File: src/rtl/risc_pkg.sv
// Shared widths, constants and fetch FSM state type for the IITB RISC front end.
package risc_pkg;

    localparam int INSTR_W = 16;
    localparam int PC_W    = 16;

    localparam logic [INSTR_W-1:0] NOP_INSTR = 16'h0000;

    typedef enum logic {
        FETCH = 1'b0,
        DRAIN = 1'b1
    } fetch_state_e;

    // Sequential PC successor; wraps FFFF -> 0000 by width truncation.
    function automatic logic [PC_W-1:0] pc_next(input logic [PC_W-1:0] pc);
        return pc + 16'd1;
    endfunction

endpackage

File: src/rtl/fetch_queue.sv
// Two-entry synchronous FIFO with clear. Push while full is accepted only
// when a pop happens in the same cycle, so the head is read before it is
// overwritten.
module fetch_queue #(
    parameter int W = 32
) (
    input  logic         clk,
    input  logic         rst,
    input  logic         clr_i,
    input  logic         push_i,
    input  logic [W-1:0] push_data_i,
    input  logic         pop_i,
    output logic [W-1:0] head_o,
    output logic [1:0]   count_o
);

    logic [W-1:0] mem_q [2];
    logic         rd_ptr_q;
    logic         wr_ptr_q;
    logic [1:0]   count_q;
    logic [1:0]   count_d;
    logic         do_pop;
    logic         do_push;

    assign do_pop  = pop_i && (count_q != 2'd0);
    assign do_push = push_i && ((count_q != 2'd2) || do_pop);

    // Occupancy for this cycle's push/pop/clear combination.
    always_comb begin
        count_d = count_q;
        if (clr_i) begin
            count_d = 2'd0;
        end else if (do_push && !do_pop) begin
            count_d = count_q + 2'd1;
        end else if (do_pop && !do_push) begin
            count_d = count_q - 2'd1;
        end
    end

    // Storage, read/write pointers and count.
    always_ff @(posedge clk or posedge rst) begin
        if (rst) begin
            mem_q[0] <= '0;
            mem_q[1] <= '0;
            rd_ptr_q <= 1'b0;
            wr_ptr_q <= 1'b0;
            count_q  <= 2'd0;
        end else begin
            count_q <= count_d;
            if (clr_i) begin
                rd_ptr_q <= 1'b0;
                wr_ptr_q <= 1'b0;
            end else begin
                if (do_push) begin
                    mem_q[wr_ptr_q] <= push_data_i;
                    wr_ptr_q        <= ~wr_ptr_q;
                end
                if (do_pop) begin
                    rd_ptr_q <= ~rd_ptr_q;
                end
            end
        end
    end

    assign head_o  = mem_q[rd_ptr_q];
    assign count_o = count_q;

endmodule

File: src/rtl/instr_fetch.sv
// Instruction-fetch stage: PC, request issue, in-order response tagging,
// 2-entry prefetch queue and the IF/ID register feeding decode.
// Note: resetn is active-HIGH despite its name (1 = in reset).
//
// state | meaning
// FETCH | issuing requests while issue credit is available
// DRAIN | after a redirect, discarding stale in-flight responses; no requests
module instr_fetch
    import risc_pkg::*;
#(
    parameter logic [PC_W-1:0] RESET_PC = 16'h0000,
    parameter int              MAX_OUT  = 2
) (
    input  logic               clk,
    input  logic               resetn,
    output logic               imem_req_valid,
    input  logic               imem_req_ready,
    output logic [PC_W-1:0]    imem_addr,
    input  logic               imem_rsp_valid,
    input  logic [INSTR_W-1:0] imem_rsp_data,
    input  logic               stall,
    input  logic               redirect,
    input  logic [PC_W-1:0]    redirect_pc,
    output logic               instr_valid,
    output logic [INSTR_W-1:0] instr,
    output logic [PC_W-1:0]    instr_pc,
    output logic               id_flush
);

    localparam logic [2:0] MAX_OUT_C = 3'(MAX_OUT);

    fetch_state_e         state_q, state_d;
    logic [PC_W-1:0]      pc_q, pc_d;
    logic [1:0]           drop_cnt_q, drop_cnt_d;
    logic [INSTR_W-1:0]   instr_q, instr_d;
    logic [PC_W-1:0]      instr_pc_q, instr_pc_d;
    logic                 instr_valid_q, instr_valid_d;
    logic                 id_flush_q;

    logic [PC_W+INSTR_W-1:0] q_head;
    logic [1:0]              q_count;
    logic                    q_push, q_pop, q_clr;

    // The tag FIFO holds the PC of every accepted request not yet answered,
    // so its occupancy is the outstanding-request count.
    logic [PC_W-1:0] tag_head;
    logic [1:0]      out_cnt;
    logic            req_fire;
    logic            rsp_take;
    logic            load_en;
    logic            credit;

    fetch_queue #(.W(PC_W + INSTR_W)) u_pfq (
        .clk         (clk),
        .rst         (resetn),
        .clr_i       (q_clr),
        .push_i      (q_push),
        .push_data_i ({tag_head, imem_rsp_data}),
        .pop_i       (q_pop),
        .head_o      (q_head),
        .count_o     (q_count)
    );

    fetch_queue #(.W(PC_W)) u_tagq (
        .clk         (clk),
        .rst         (resetn),
        .clr_i       (1'b0),
        .push_i      (req_fire),
        .push_data_i (pc_q),
        .pop_i       (imem_rsp_valid),
        .head_o      (tag_head),
        .count_o     (out_cnt)
    );

    assign credit         = ({1'b0, out_cnt} + {1'b0, q_count}) < MAX_OUT_C;
    assign imem_req_valid = !resetn && (state_q == FETCH) && !redirect && credit;
    assign req_fire       = imem_req_valid && imem_req_ready;
    assign imem_addr      = pc_q;
    assign rsp_take       = imem_rsp_valid && (drop_cnt_q == 2'd0) && !redirect;
    assign load_en        = !stall || !instr_valid_q;

    // Next-state, PC, drop counter, IF/ID load and queue control.
    always_comb begin
        state_d       = state_q;
        pc_d          = pc_q;
        drop_cnt_d    = drop_cnt_q;
        instr_d       = instr_q;
        instr_pc_d    = instr_pc_q;
        instr_valid_d = instr_valid_q;
        q_push        = 1'b0;
        q_pop         = 1'b0;
        q_clr         = 1'b0;

        if (redirect) begin
            pc_d          = redirect_pc;
            q_clr         = 1'b1;
            instr_valid_d = 1'b0;
            instr_d       = NOP_INSTR;
            drop_cnt_d    = out_cnt - {1'b0, imem_rsp_valid};
            state_d       = (drop_cnt_d != 2'd0) ? DRAIN : FETCH;
        end else begin
            if (req_fire) begin
                pc_d = pc_next(pc_q);
            end
            if (imem_rsp_valid && (drop_cnt_q != 2'd0)) begin
                drop_cnt_d = drop_cnt_q - 2'd1;
            end
            if ((state_q == DRAIN) && (drop_cnt_d == 2'd0)) begin
                state_d = FETCH;
            end

            if (load_en) begin
                if (q_count != 2'd0) begin
                    {instr_pc_d, instr_d} = q_head;
                    instr_valid_d         = 1'b1;
                    q_pop                 = 1'b1;
                    q_push                = rsp_take;
                end else if (rsp_take) begin
                    // Empty queue: a fresh response goes straight to IF/ID.
                    instr_pc_d    = tag_head;
                    instr_d       = imem_rsp_data;
                    instr_valid_d = 1'b1;
                end else begin
                    instr_valid_d = 1'b0;
                    instr_d       = NOP_INSTR;
                end
            end else begin
                q_push = rsp_take;
            end
        end
    end

    // FSM state register.
    always_ff @(posedge clk or posedge resetn) begin
        if (resetn) begin
            state_q <= FETCH;
        end else begin
            state_q <= state_d;
        end
    end

    // PC, drop counter, IF/ID register and flush pulse.
    always_ff @(posedge clk or posedge resetn) begin
        if (resetn) begin
            pc_q          <= RESET_PC;
            drop_cnt_q    <= 2'd0;
            instr_q       <= NOP_INSTR;
            instr_pc_q    <= '0;
            instr_valid_q <= 1'b0;
            id_flush_q    <= 1'b0;
        end else begin
            pc_q          <= pc_d;
            drop_cnt_q    <= drop_cnt_d;
            instr_q       <= instr_d;
            instr_pc_q    <= instr_pc_d;
            instr_valid_q <= instr_valid_d;
            id_flush_q    <= redirect;
        end
    end

    assign instr_valid = instr_valid_q;
    assign instr       = instr_q;
    assign instr_pc    = instr_pc_q;
    assign id_flush    = id_flush_q;

endmodule

File: config.mk
export PLATFORM = sky130hd
export DESIGN_NAME = instr_fetch
export DESIGN_NICKNAME = d
export VERILOG_FILES = /design/src/rtl/risc_pkg.sv /design/src/rtl/fetch_queue.sv /design/src/rtl/instr_fetch.sv
export SDC_FILE = /design/constraint.sdc
export NUM_CORES = 1
export LEC_CHECK = 0
export ABC_AREA = 1
export BUFFER_PORTS_ARGS = -buffer_cell sky130_fd_sc_hd__buf_4
export CAP_MARGIN = 25
export CORE_ASPECT_RATIO = 1.2
export CORE_MARGIN = 5
export CORE_UTILIZATION = 55
export CTS_BUF_LIST = sky130_fd_sc_hd__clkbuf_16
export CTS_CLUSTER_SIZE = 24
export DETAILED_ROUTE_END_ITERATION = 8
export GPL_TIMING_DRIVEN = 0
export MAX_ROUTING_LAYER = met4
export PLACE_DENSITY = 0.76
export REMOVE_ABC_BUFFERS = 1
export SLEW_MARGIN = 5
export SYNTH_ARGS = -nofsm -noshare
export SYNTH_HDL_FRONTEND = slang
export SYNTH_HIERARCHICAL = 1
export SYNTH_SLANG_ARGS = --single-unit
export TNS_END_PERCENT = 50
File: constraint.sdc
create_clock -name clk -period 2.6 [get_ports clk]
set_clock_uncertainty 0.15 [all_clocks]
set_input_delay 0.39 -clock clk [delete_from_list [all_inputs] [get_ports clk]]
set_output_delay 0.39 -clock clk [all_outputs]
set_load 0.01 [all_outputs]
* After elaboration in Yosys (flattened, before gate mapping)
Cells that the tools add are included.
** Cells by class
- Add/subtract/negate cells :: 8
- Magnitude comparators :: 7
- Equality and inequality tests :: 2
- Mux-type cells :: 46
- Bitwise gates (word level) :: 11
- Reduce and logical (&&, ||, !) cells :: 45
** Operator list (number)
- two-way mux 16 bit :: 12
- two-way mux 32 bit :: 4
- bitwise mux 64 bit :: 1
- bitwise mux 32 bit :: 1
- demux 32 bit (select 1 bit) :: 1
- nonzero test 2 bit :: 11
- logical AND 1 bit :: 18
- two-way mux 1 bit :: 18
- adder 16 x 1 -> 16 bit (second input constant) :: 1
- demux 16 bit (select 1 bit) :: 1
- two-way mux 2 bit :: 8
- greater-or-equal comparator 2 bit (second input constant) :: 4
- logical NOT 1 bit :: 8
- inverter 1 -> 2 bit :: 4
- inverter 1 bit :: 7
- subtractor 2 x 1 -> 2 bit (second input constant) :: 3
- adder 2 x 1 -> 2 bit (second input constant) :: 2
- logical NOT 2 bit :: 2
- less-than comparator 2 x 1 -> 1 bit (second input constant) :: 2
- != test 2 bit (second input constant) :: 2
- adder 2 x 2 -> 3 bit :: 1
- logical OR 1 bit :: 3
- less-than comparator 3 x 2 -> 1 bit (second input constant) :: 1
- AND reduction 3 bit :: 1
- other kinds (3) :: 3
** Word-level totals
- Bits in registers :: 157
- Bits of input ports :: 38
- Output and inout bits :: 51
- Word-level logic and storage cells :: 136

* Logic depth before layout (Yosys ltp)
Gate-level depths: netlist of run 1.
- Depth in word-level cells :: 12
- Depth in mapped cells :: 14
- Mapped depth without buffers :: 13

* Cells and area by module
Netlist of run 1, hierarchy kept.
** Modules (own cells, without submodules)
- fetch_queue at u_pfq :: times used 1, cells each 378, area each 3309.4 sq um
- instr_fetch :: times used 1, cells each 401, area each 2911.5 sq um
- fetch_queue at u_tagq :: times used 1, cells each 207, area each 1796.7 sq um

* Worst setup path after synthesis of run 1
OpenSTA, ideal clock, no wires.
- Path kind :: reg-to-reg
- Start point :: register u_pfq.count_q[0], in the netlist u_pfq/count_o[0]
- End point :: register u_tagq/mem_q[13] (netlist bit)
- Library setup time :: 118 ps
- Arrival time :: 2116 ps
- Data required time :: 2332 ps
- Setup slack :: 215 ps
- Stages on the path, launching flop included :: 12
- Path buffers :: 2
- Cell sequence :: dfrtp_1 nand2_1 inv_1 fa_1 nor2_1 nand3_1 nor2_2 buf_4 nand4_4 buf_6 nand2_1 o21ai_2
** Between the ends
- Longest elaborated chain between the ends :: 5
** Ends and longest elaborated chain
- start: declaration :: RTL line fetch_queue.sv:20 : logic [1:0] count_q;
- start signal: assignment :: RTL line fetch_queue.sv:49 : count_q <= count_d;
- adder 2 x 2 -> 3 bit :: RTL line instr_fetch.sv:75 : assign credit = ({1'b0, out_cnt} + {1'b0, q_count}) < MAX_OUT_C;
- less-than comparator 3 x 2 -> 1 bit :: RTL line instr_fetch.sv:75
- logical AND 1 bit :: RTL line instr_fetch.sv:76 : assign imem_req_valid = !resetn && (state_q == FETCH) && !redirect && credit;
- logical AND 1 bit :: RTL line instr_fetch.sv:77 : assign req_fire = imem_req_valid && imem_req_ready;
- net req_fire :: RTL line instr_fetch.sv:48 : logic req_fire;
- logical AND 1 bit :: RTL line fetch_queue.sv:26 : assign do_push = push_i && ((count_q != 2'd2) || do_pop);
- end signal: indexed assignment :: RTL line fetch_queue.sv:55 : mem_q[wr_ptr_q] <= push_data_i;
- end: declaration :: RTL line fetch_queue.sv:17 : logic [W-1:0] mem_q [2];
The timed path passes the listed nets, and every way through them passes these cells.
A chain may end at the register's enable or synchronous reset.

* Final worst setup path of run 1
- Start point :: register u_pfq.count_q[0], in the netlist u_pfq/count_o[0]
- End point :: output imem_req_valid
** Between the ends
- Longest elaborated chain between the ends :: 3
** Ends and longest elaborated chain
- adder 2 x 2 -> 3 bit :: RTL line instr_fetch.sv:75
- less-than comparator 3 x 2 -> 1 bit :: RTL line instr_fetch.sv:75
- logical AND 1 bit :: RTL line instr_fetch.sv:76
- end: declaration :: RTL line instr_fetch.sv:16 : output logic imem_req_valid,
Every way passes these cells.

==> metrics list, run 1 <==
* Status: completed
- Entering global routing, the biggest net connects 69 pins.
- Of the total power, the clock network draws 28.5%.
- For the worst setup path, the data arrival time is 1.90 ns.
- Number of ports placed on the die boundary: 89
- TritonCTS built the clock tree.
- Routability congestion estimate from global placement: 0.7873
- Highest fanout seen on the critical path: 6
* Net switching component of the power: 3.295 mW
- Among all stages on the critical path, the largest delay is contributed by sky130_fd_sc_hd__dfrtp_2.
* Clock-pin slew on the worst setup and hold paths: 0.06 ns
* Hold_sp: imem_rsp_data[8]
- Most repeated library cell on the critical path: sky130_fd_sc_hd__inv_1
- Register bit total from synthesis: 157
- STA puts the critical path data required time at 2.06 ns.
* Cell area after placement: 0.008763 mm²
- Summed over all cells, the static leakage comes to 4.955 nW.
- Crit share post-route: 94.01%
* Synthesized netlist cell count: 986
- The signal on the critical path passes through nand2_1 -> inv_1 -> fa_1 -> nor2_2 -> nand3_2 -> inv_1 -> buf_4.
- H-tree depth reported by CTS: 4
* Max Slew Vio Count: 0
- Once detailed placement completed, the half-perimeter wirelength came to 11580 µm.
- Combinational cells account for 31.8% of the total power.
- Worst slack on hold paths: 0.03222 ns
* Number of nets with antenna violations after routing: 0
* Finished Core Util: 67.00%
* Overall via count from detail_route: 6728
- Final number of hold-violating endpoints: 0
- Setup repair after global routing could not meet its margin everywhere.
* Category of the most critical setup path: reg2out
- At the later pin of the worst-skew pair, clock insertion delay measures 0.42 ns.
* Crit path buf inv count: 3
- Measured against its own limit, the worst slew margin works out to 41.51%.
* FP Rows: 48
- Chip Height: 142.3 µm
- During synthesis, Yosys emitted a total of 6 warnings.
* Number of failing setup endpoints in the final timing report: 0
- In this run, flip-flops and latches consume 39.7% of the power.
* Endpoint type of the worst setup path: output port
- The min-delay analysis places its worst path in the category in2reg.
- Cells with a size suffix above 1 make up 22.84% of the layout.
- Across the run, the number of max-cap violations was 0.
- In this run the mean area of a mapped cell was 8.132 µm².
* Sw frac: 35.27%
- No sink is reached through more buffers than the 2 on the longest clock path.
- Layout-stage area growth over the synthesis result: 19.94%
- Detailed Route WL: 19410 µm
- Once layout is done, the placed cells without fillers occupy 0.009617 mm².
- Residual DRC: 0
- The worst path in the final design needs a cycle of 2.444 ns, including I/O delays and setup.
- The total area inside the core boundary comes to 0.01435 mm².
- Among cell families on the critical path, the largest total delay comes from flip-flops.
- The first detailed-routing pass took 5 iterations.
- After detailed routing, the number of vias per cell comes to 5.319.
* Origin of the critical flop-to-flop path: u_pfq/count_o[1]
- Worst vdd ir: 0.4628 mV
- Maximum clock rate: 409.1 MHz
- The tree is rooted in a sky130_fd_sc_hd__clkbuf_16.
- The first global-routing pass estimated 33020 µm of wire.
- Startpoint type of the worst setup path: register
* Die span in x: 120.2 µm
- Via count of the first global-routing pass: 6670
- Power spread over the standard cell area amounts to 971.4 mW/mm².
- Worst Tran Pin Value: 0.8773 ns
* Total clock sinks: 157
* Sequential cell area fraction in the yosys report: 49.00%
* Initial core utilization: 55.86%
- During placement, the flow inserted port buffers numbering 88.
- Number of buffers created by CTS: 17
* Layout net count: 1119
- Count of inserted antenna diode cells: 0
- The number of different library cells used by synthesis comes to 37.
- First element of the critical path: u_pfq/count_o[0]
* DR WL/cell: 15.34 µm
- Largest stage delay on the critical path: 0.47 ns
* Total global-route track usage: 24.84%
- Number of design-rule violations left by the first detailed-router iteration: 710
* Post-synthesis cell area: 0.008018 mm²
- The die covers 0.01710 mm².
- Number of antenna violations at the first check in global routing: 0
- The internal portion of the total power is 6.047 mW.
- Overflow left after global routing: 0
[placed cells by master, fill, tap and decap left out, types with 7 or more instances in the layout]
cell type / count
sky130_fd_sc_hd__o21ai_2: 80
sky130_fd_sc_hd__nand2_1: 419
sky130_fd_sc_hd__clkbuf_16: 17
sky130_fd_sc_hd__a31oi_1: 17
sky130_fd_sc_hd__nand2_2: 7
sky130_fd_sc_hd__o21ai_1: 17
sky130_fd_sc_hd__dfrtp_1: 153
sky130_fd_sc_hd__buf_4: 95
sky130_fd_sc_hd__nand3_1: 61
sky130_fd_sc_hd__nor2_1: 37
sky130_fd_sc_hd__inv_1: 96
sky130_fd_sc_hd__o21ai_0: 7
[stage by stage]
stage | cells | worst slack [ns] | setup TNS, ns | power, mW
final | 1265 | 0.1557 | 0 | 9.342
after global routing | 1265 | -0.04966 | -0.04966 | 9.955
after CTS | 1259 | 0.009563 | 0 | 9.309
after detailed placement | 1217 | -0.8002 | -40.40 | 6.540
after global placement | 1210 | -1.187 | -158.29 | 6.367
after floorplan | 947 | -0.3469 | -16.05 | 5.507
[cell usage after synthesis (all sizes together)]
cell type | instances | area, µm²
fa | 1 | 20.02
xor2 | 4 | 35.03
inv | 101 | 381.6
nand4 | 7 | 73.82
mux2i | 1 | 10.01
conb | 1 | 3.750
nand2 | 426 | 1617
nor3 | 1 | 16.27
a31oi | 17 | 106.4
o21bai | 2 | 15.01
dfrtp | 157 | 3929
ha | 3 | 37.54
o21ai | 104 | 820.8
a22oi | 2 | 15.01
nand3b | 2 | 40.04
nor2 | 41 | 172.7
nand3 | 64 | 337.8
a21oi | 5 | 28.78
xnor2 | 3 | 26.28
clkbuf | 11 | 42.54
clkinv | 2 | 7.510
buf | 31 | 281.5
[routing by layer]
| layer | up-vias | share of wire (%) | GRT usage [%] |
|---|---|---|---|
| li1 | 3291 | - | - |
| met1 | 3174 | 42 | 30.01 |
| met2 | 226 | 51 | 41.56 |
| met3 | 37 | 5.4 | 5.209 |
| met4 | 0 | 2.4 | 8.831 |
| met5 | - | 0 | - |
[flip-flops by register name, indices dropped and copies added (netlist names), 2 cells and up]
| name | flops |
|---|---|
| instr_pc | 16 |
| imem_addr | 16 |
| u_pfq/mem_q | 64 |
| drop_cnt_q | 2 |
| u_tagq/mem_q | 32 |
| instr | 16 |
| u_pfq/count_o | 2 |
| u_tagq/count_o | 2 |
[repair_timing]
action	4_1_cts	5_1_grt
setup endpoints to repair	111	79
hold buffers	1	0
resized for setup	8	5
hold endpoints to repair	30	0
buffers inserted	4	5
cloned	5	0
pin swaps	3	2
[final cells by class]
| class | instances | area (µm²) |
|---|---|---|
| clock buffers | 17 | 425.4 |
| clock inverters | 15 | 203.9 |
| fillers | 1138 | 4737 |
| inverters | 103 | 394.1 |
| multi-input cells | 692 | 3488 |
| flip-flops and latches | 157 | 3934 |
| well taps | 175 | 219.0 |
| repair buffers | 106 | 952.2 |
[tightest hold or removal path, cell delays in order]
cell,delay [ns]
sky130_fd_sc_hd__buf_4,0.08
sky130_fd_sc_hd__nand2_1,0.04
sky130_fd_sc_hd__nand3_1,0.05
[power groups by stage]
stage	clock [mW]	sequential (mW)	combinational, mW
after floorplan	0	3.71	1.80
after global placement	0	3.71	2.65
after detailed placement	0	3.72	2.82
after CTS	2.69	3.70	2.92
after global routing	2.81	3.80	3.35
final	2.66	3.71	2.97
[worst paths after layout]
path | endpoint | cells after the start | slack, ns
worst min register to register | u_pfq/mem_q[58] | 2 | 0.33
worst min-delay path | instr[8] | 3 | 0.03
min in group asynchronous | state_q | 3 | 0.43
worst max-delay path | imem_req_valid | 7 | 0.16
worst max register to register | u_pfq/mem_q[23] | 9 | 0.16
max in group asynchronous | u_pfq/mem_q[51] | 3 | 1.12
[cell families (layout without fill, tap and decap cells)]
kind of cell | after synthesis | in the layout | share of synthesized area [%]
XOR/XNOR | 7 | 7 | 0.7647
other | 1 | 4 | 0.04677
adder cells (fa/ha/maj) | 4 | 4 | 0.7179
flip-flops | 157 | 157 | 49.00
multiplexers | 1 | 1 | 0.1248
AO/OA/AOI/OAI | 130 | 130 | 12.30
buffers and inverters | 145 | 241 | 8.895
AND/OR/NAND/NOR | 541 | 546 | 28.15
Note: power is estimated with default switching activity, not from simulation.
==> run 2: changes to the inputs <==
--- a/config.mk
+++ b/config.mk
@@ -18,9 +18,9 @@
 export MAX_ROUTING_LAYER = met4
 export PLACE_DENSITY = 0.76
 export REMOVE_ABC_BUFFERS = 1
+export SKIP_CTS_REPAIR_TIMING = 1
 export SLEW_MARGIN = 5
 export SYNTH_ARGS = -nofsm -noshare
 export SYNTH_HDL_FRONTEND = slang
-export SYNTH_HIERARCHICAL = 1
 export SYNTH_SLANG_ARGS = --single-unit
 export TNS_END_PERCENT = 50
==> run 2 against run 1 <==
Net effect:
- combinational power rose by 25%
- first-iteration DRC count fell by 7.6%
- total power rose by 11%
==> metrics list, run 2 <==
- The largest registers in the layout are u_pfq.mem_q (64), u_tagq.mem_q (32).
- H-tree depth reported by CTS: 4
* Via count of the first global-routing pass: 5923
- Worst path required time: 2.75 ns
* Area used by multi-input combinational logic: 0.003037 mm²
- Sequential standard cell area: 0.003931 mm²
- Static power due to leakage: 4.478 nW
- The register with the most flip-flops in the layout has 64 of them.
* Wire length of the first global-routing pass: 29010 µm
* Number of buffers created by CTS: 17
* Final instance area: 0.009189 mm²
- The routed layout has 6541 vias.
- Pin count of the biggest net entering global routing: 102
- Vias per cell: 5.451
- The floorplan step defined a core boundary enclosing 0.01335 mm².
* Number of ports placed on the die boundary: 89
* Number of nets with antenna violations after routing: 0
* Sw frac: 38.09%
* Biggest area consumer among synthesized cells: sky130_fd_sc_hd__dfrtp_1
* Port bufs: 88
* Internal Dissipation: 6.446 mW
* Pre-CTS setup slack: -1.242 ns
- Data arrival, critical path: 2.58 ns
- The completed layout was analyzed and its total power is 10.41 mW.
- Global routing used 22.73% of the available tracks.
- Die span in x: 116.8 µm
- Distinct cell type count of the synthesized netlist: 33
- Worst-case clock buffer depth: 2
- In the post-route analysis, the smallest setup slack over all paths is 0.1676 ns.
- Summed over all layers, the routed wires come to 18410 µm.
- CTS tree: yes
* Number of flops mapped to enable cells by yosys: 0
- Total clock sinks: 157
* Normalized max-slew margin: 38.70%
- In this run the most critical hold path is launched from redirect_pc[9].
* Routability congestion estimate from global placement: 0.8107
- Timing would allow up to 411.1 MHz.
- Setup violations remaining at the end of the flow were counted as 0.
- Number of antenna violations at the first check in global routing: 0
- In this run the worst hold path is classified as in2reg.
- First element of the critical path: u_pfq.count_o[1]
- Leaving out fill and tap cells, the most frequent cell in the layout is sky130_fd_sc_hd__nand2_1.
- Once detailed placement completed, the half-perimeter wirelength came to 10730 µm.
* Layout filler cell count: 1086
- Top cell types by occurrence after synthesis: sky130_fd_sc_hd__nand2_1 (292), sky130_fd_sc_hd__dfrtp_1 (157), sky130_fd_sc_hd__o21ai_0 (121)
- Synthesis produced a netlist whose cell count is 938.
* Power per cell area: 1133 mW/mm²
* Layout net count: 1062
- The final-report max-slew violation count came to 0.
- Root buffer cell: sky130_fd_sc_hd__clkbuf_16
- The critical path is of the reg2reg type.
* Clock-pin slew on the worst setup and hold paths: 0.06 ns
- sky130_fd_sc_hd__nand2_1 is the most common cell in the netlist.
* Average footprint of a synthesized cell: 8.025 µm²
- The flow ran to the end, and the final reports show no timing, DRC or antenna violations.
* Clock group share of total power: 24.8%
* Power share of the combinational group: 35.6%
* Post-synthesis cell area: 0.007527 mm²
- Ranked by flip-flop count, first place goes to u_pfq.mem_q.
* Number of design-rule violations left by the first detailed-router iteration: 656
* Layout-stage area growth over the synthesis result: 22.07%
- The floorplan step set the die height to 138.2 µm.
* Crit share post-route: 93.55%
- Worst vdd ir: 0.5026 mV
* Highest fanout seen on the critical path: 7
- STA classifies the critical path startpoint as a register.
* Origin of the critical flop-to-flop path: u_pfq.count_o[1]
* Initial core utilization: 56.37%
- The share of total power dissipated in sequential elements is 39.6%.
* Overflow left after global routing: 0
- Clock insertion delay at the later pin of the skew report: 0.42 ns
- The share of the Yosys chip area taken by registers is 52.19%.
- Count of inserted antenna diode cells: 0
- Residual DRC: 0
- Across the run, the number of max-cap violations was 0.
- Counting flops with an async set or reset pin after synthesis yields a share of 100.0%.
- Area of the die: 0.01614 mm²
- In the post-synthesis netlist, the biggest area contributors are sky130_fd_sc_hd__dfrtp_1 (52%), sky130_fd_sc_hd__nand2_1 (15%), sky130_fd_sc_hd__o21ai_0 (8.0%).
* Number of warnings printed during yosys synthesis: 0
* Non-filler instance count after layout: 1200
- After layout, the minimum clock period comes to 2.432 ns.
- The first detailed-routing pass took 5 iterations.
* Worst Tran Pin Value: 0.9172 ns
- Net switching component of the power: 3.966 mW
- Endpoint type of the worst setup path: register
* Register bit total from synthesis: 157
- Share of the synthesized area in the top cell type: 52.19%
- FP Rows: 46
- Final number of hold-violating endpoints: 0
- DR WL/cell: 15.34 µm
- Once placement finished, the instance area stood at 0.008280 mm².
- Including well taps, the total number of placed cells is 1149.
* Ys flop type: sky130_fd_sc_hd__dfrtp_1
- In the final layout, the share of cells above drive strength 1 is 15.89%.
* Most used cells in the layout excluding fill and tap cells: sky130_fd_sc_hd__nand2_1 (290), sky130_fd_sc_hd__dfrtp_1 (155), sky130_fd_sc_hd__o21ai_0 (121)
-- run 2: power by group through the flow --
stage	registers, mW	logic (mW)	clock network, mW
3_5_place_dp	4.14	3.52	0
2_1_floorplan	4.12	2.20	0
4_1_cts	4.10	3.57	2.60
5_1_grt	4.25	4.20	2.74
6_report	4.12	3.71	2.58
3_3_place_gp	4.14	3.30	0
-- run 2: kinds of logic after synthesis --
logic type / share of synthesized area [%]
buffers and inverters: 8.527
DFF: 52.19
and+or+nand+nor: 22.04
AOI/OAI and AO/OA: 15.14
xor gates and xnor gates: 1.164
adders and majority gates: 0.9309
-- run 2: routing by layer --
layer  wire length (µm)  global-route usage, %  vias to the layer above
met4                267                  6.461                        0
met2               9166                  34.91                      208
met1               7974                  30.87                     3134
met5                  0                      -                        -
met3               1002                  4.452                       25
li1                   -                      -                     3174
-- run 2: through the flow --
stage	TNS [ns]	util, %	hold WS [ns]
floorplan	-563.60	-	0.2714
global placement	-1111.65	60.89	0.2978
detailed placement	-80.94	62.01	0.2880
CTS	-44.67	66.60	-0.1588
global route	-0.02121	68.82	0.02444
finish	0	68.82	0.03229
-- run 2: final timing paths --
kind                       slack [ns]  cells past startpoint                end
min                              0.03                      3       imem_addr[9]
max                              0.17                     10  u_tagq.count_o[1]
max in group asynchronous        1.46                      5   u_pfq.count_o[1]
min in group asynchronous        0.50                      4    u_pfq.mem_q[55]
max reg2reg                      0.17                     10  u_tagq.count_o[1]
min reg2reg                      0.32                      2   u_tagq.mem_q[28]
-- run 2: critical path, cell delays in order (launching register included) --
cell and delay [ns]:
sky130_fd_sc_hd__dfrtp_2 0.48, sky130_fd_sc_hd__fa_1 0.51, sky130_fd_sc_hd__inv_1 0.07, sky130_fd_sc_hd__nand2_1 0.09, sky130_fd_sc_hd__nor3_4 0.26, sky130_fd_sc_hd__nand2_4 0.10
sky130_fd_sc_hd__inv_1 0.07, sky130_fd_sc_hd__ha_1 0.24, sky130_fd_sc_hd__a21oi_1 0.11, sky130_fd_sc_hd__o21ai_0 0.11, sky130_fd_sc_hd__xnor2_1 0.13
-- run 2: layout make-up --
type,instances,share of cell area [%]
Multi-Input combinational cell,635,33.05
Clock buffer,17,4.630
Clock inverter,15,2.042
Tap cell,168,2.288
Inverter,99,4.153
Sequential cell,157,42.78
Timing Repair Buffer,109,11.06
==> run 3: changes to the inputs <==
--- a/config.mk
+++ b/config.mk
@@ -8,7 +8,7 @@
 export ABC_AREA = 1
 export BUFFER_PORTS_ARGS = -buffer_cell sky130_fd_sc_hd__buf_4
 export CAP_MARGIN = 25
-export CORE_ASPECT_RATIO = 1.2
+export CORE_ASPECT_RATIO = 0.75
 export CORE_MARGIN = 5
 export CORE_UTILIZATION = 55
 export CTS_BUF_LIST = sky130_fd_sc_hd__clkbuf_16
@@ -22,5 +22,6 @@
 export SLEW_MARGIN = 5
 export SYNTH_ARGS = -nofsm -noshare
 export SYNTH_HDL_FRONTEND = slang
+export SYNTH_HIERARCHICAL = 1
 export SYNTH_SLANG_ARGS = --single-unit
 export TNS_END_PERCENT = 50
==> run 3 against run 2 <==
Net effect:
- the flow now finishes with violations (hold timing)
- count of clock-buffer cells in the layout did not move
- setup slack got worse by 0.079 ns
- cell area rose by 4.4%
- clock power rose by 3%
- core utilization fell by 2.0 points
- sequential cell count did not move
- routed wire length rose by 6.9%
- hold slack got worse by 0.050 ns
- sequential power fell by 10%
- cell count rose by 7.2%
- die area rose by 6.1%
- critical endpoint is now imem_req_valid
- largest cell class unchanged
==> metrics list, run 3 (synthesis results as in run 1) <==
- Status: complete, but fails checks
- The final reports fail on hold timing.
- The clock passes through at most 2 buffers.
- Overall power of the completed layout: 9.323 mW
* Worst slack on hold paths: -0.01804 ns
- The largest registers in the layout are u_pfq/mem_q (64), u_tagq/mem_q (32).
- Class of the most critical hold timing path: in2async
- Setup violations remaining at the end of the flow were counted as 0.
- The cell sitting at the root of the clock tree is a sky130_fd_sc_hd__clkbuf_16.
- At the pin with the least slew margin, the transition time is 0.8517 ns.
* Maximum clock rate: 398.1 MHz
- The top cell types in the final layout, fill and taps aside, are sky130_fd_sc_hd__nand2_1 (419), sky130_fd_sc_hd__dfrtp_1 (153), sky130_fd_sc_hd__inv_1 (95), sky130_fd_sc_hd__buf_4 (95), sky130_fd_sc_hd__o21ai_2 (80).
* Die span in x: 149.4 µm
* Crit share post-route: 96.61%
* Number of design-rule violations left by the first detailed-router iteration: 596
* Number of ports placed on the die boundary: 89
- Final critical path time including I/O delays and setup: 2.512 ns
* Max reg flops: 64
- Final setup TNS: 0 ns
- Core ar.: 0.01436 mm²
* Pin count of the biggest net entering global routing: 69
- Clock-pin slew on the worst setup and hold paths: 0.06 ns
- Residual DRC: 0
- The first detailed-routing pass took 5 iterations.
- Reg2reg path depth: 9
- Reg2reg setup slack: 0.13 ns
* Cell total after placement: 1241
- Routability-driven placement finished with a final weighted congestion of 0.8288.
* Overall via count from detail_route: 6789
- The final-report max-slew violation count is 0.
- The first global-routing pass estimated 30150 µm of wire.
- The worst-case IR drop observed on VDD is 0.5842 mV.
* Category of the most critical setup path: reg2out
* Cell area after placement: 0.008763 mm²
- Counting every sink on the clock net gives 157.
* Finished Core Util: 66.80%
* Number of buffers created by CTS: 17
- Using the TritonRoute via totals, the vias-per-cell ratio works out to 5.279.
- Highest fanout seen on the critical path: 6
* DR WL/cell: 15.31 µm
- From synthesis to final layout, the design area changed by 19.63%.
* Overflow left after global routing: 0
- Total global-route track usage: 22.74%
- u_pfq/mem_q holds more flip-flops than any other register.
* Initial core utilization: 55.84%
- Total half-perimeter wirelength after legalization and detailed placement: 11710 µm
- Final number of hold-violating endpoints: 28
- The count of nets left with antenna violations once routing finished came out at 0.
* Port bufs: 88
- The worst setup path is captured at an output port.
* Max Cap Violations: 0
- Origin of the critical flop-to-flop path: u_pfq/count_o[1]
- Chip Height: 114.6 µm
- After routing the design area is 0.009592 mm².
- CTS tree: yes
- In this run the static leakage power is 4.915 nW.
* Clock insertion delay at the later pin of the skew report: 0.42 ns
- The number of antenna violations at the first check in global routing is 0.
- Normalized max-slew margin: 43.09%
* Layout filler cell count: 1202
- The clock tree synthesis step divided the H-tree into 4 levels.
* Worst path required time: 2.06 ns
- Leaving out fill and tap cells, the most frequent cell in the layout is sky130_fd_sc_hd__nand2_1.
- For this block, the routed nets add up to 19680 µm of wire.
* R2r endpoint: u_pfq/mem_q[57]
- In the final design database the tool counted 1116 nets.
- Count of inserted antenna diode cells: 0
* Data arrival, critical path: 1.97 ns
- Power per cell area: 972.0 mW/mm²
- The worst setup path is launched from a register.
- Area of the die: 0.01712 mm²
- Excluding fillers, the count of instances in the completed layout stands at 1286.
* FP Rows: 38
- The number of global-route vias before repair came to 6303.
- Share of cells above drive strength 1: 22.74%
==> run 3: cell types whose count changed in the layout (fill, tap and decap cells not counted), moves of 12 or more <==
cell | before | now
sky130_fd_sc_hd__a21oi_1 | 30 | 4
sky130_fd_sc_hd__nand2_1 | 290 | 419
sky130_fd_sc_hd__nand3_1 | 49 | 61
sky130_fd_sc_hd__o21a_1 | 16 | 0
sky130_fd_sc_hd__o21ai_0 | 121 | 7
sky130_fd_sc_hd__o21ai_2 | 0 | 80
==> run 3: layer usage <==
layer	wire [µm]	global-route usage, %	share of wire, %
met5	0	-	0
met4	362	7.866	1.8
met3	1336	4.195	6.8
met2	9098	34.28	46
met1	8886	31.27	45
==> run 3: per-stage QoR <==
| stage | worst slack [ns] | hold slack [ns] |
|---|---|---|
| CTS | -0.8962 | -0.01719 |
| global placement | -1.166 | 0.3131 |
| finish | 0.08824 | -0.01804 |
| floorplan | -0.3469 | 0.2714 |
| detailed placement | -0.8461 | 0.3164 |
| global route | -0.003680 | 0.02341 |
==> run 3: how the worst max path moves through the flow <==
stage / from / to
finish: u_pfq/count_o[0] / imem_req_valid
global route: u_pfq/count_o[0] / imem_req_valid
CTS: u_pfq/count_o[0] / u_tagq/mem_q[4]
detailed placement: u_pfq/count_o[0] / u_tagq/mem_q[8]
global placement: u_pfq/count_o[1] / u_pfq/mem_q[55]
floorplan: u_pfq/count_o[1] / u_pfq/mem_q[38]
==> run 3: cell type report <==
| type | instances | area, µm² | share of cell area [%] |
|---|---|---|---|
| timing repair buffer | 102 | 875.8 | 9.131 |
| clock inverter | 14 | 202.7 | 2.113 |
| sequential | 157 | 3934 | 41.01 |
| multi-input combinational | 693 | 3511 | 36.60 |
| inverter | 103 | 392.9 | 4.096 |
| clock buffer | 17 | 425.4 | 4.435 |
| tap | 200 | 250.2 | 2.609 |
==> run 3: power breakdown <==
| part | total (mW) | switching [mW] | leakage, nW | internal, mW |
|---|---|---|---|---|
| sequential | 3.70 | 0.556 | 2.07 | 3.14 |
| combinational | 2.97 | 1.78 | 2.54 | 1.20 |
| clock | 2.65 | 0.968 | 0.306 | 1.68 |
==> run 3: critical path: stages, from the launching register on <==
cell and delay, ns:
sky130_fd_sc_hd__dfrtp_2 0.48, sky130_fd_sc_hd__nand2_1 0.10, sky130_fd_sc_hd__inv_1 0.05, sky130_fd_sc_hd__fa_1 0.44, sky130_fd_sc_hd__nor2_2 0.13, sky130_fd_sc_hd__nand3_2 0.15, sky130_fd_sc_hd__inv_1 0.08, sky130_fd_sc_hd__buf_4 0.11
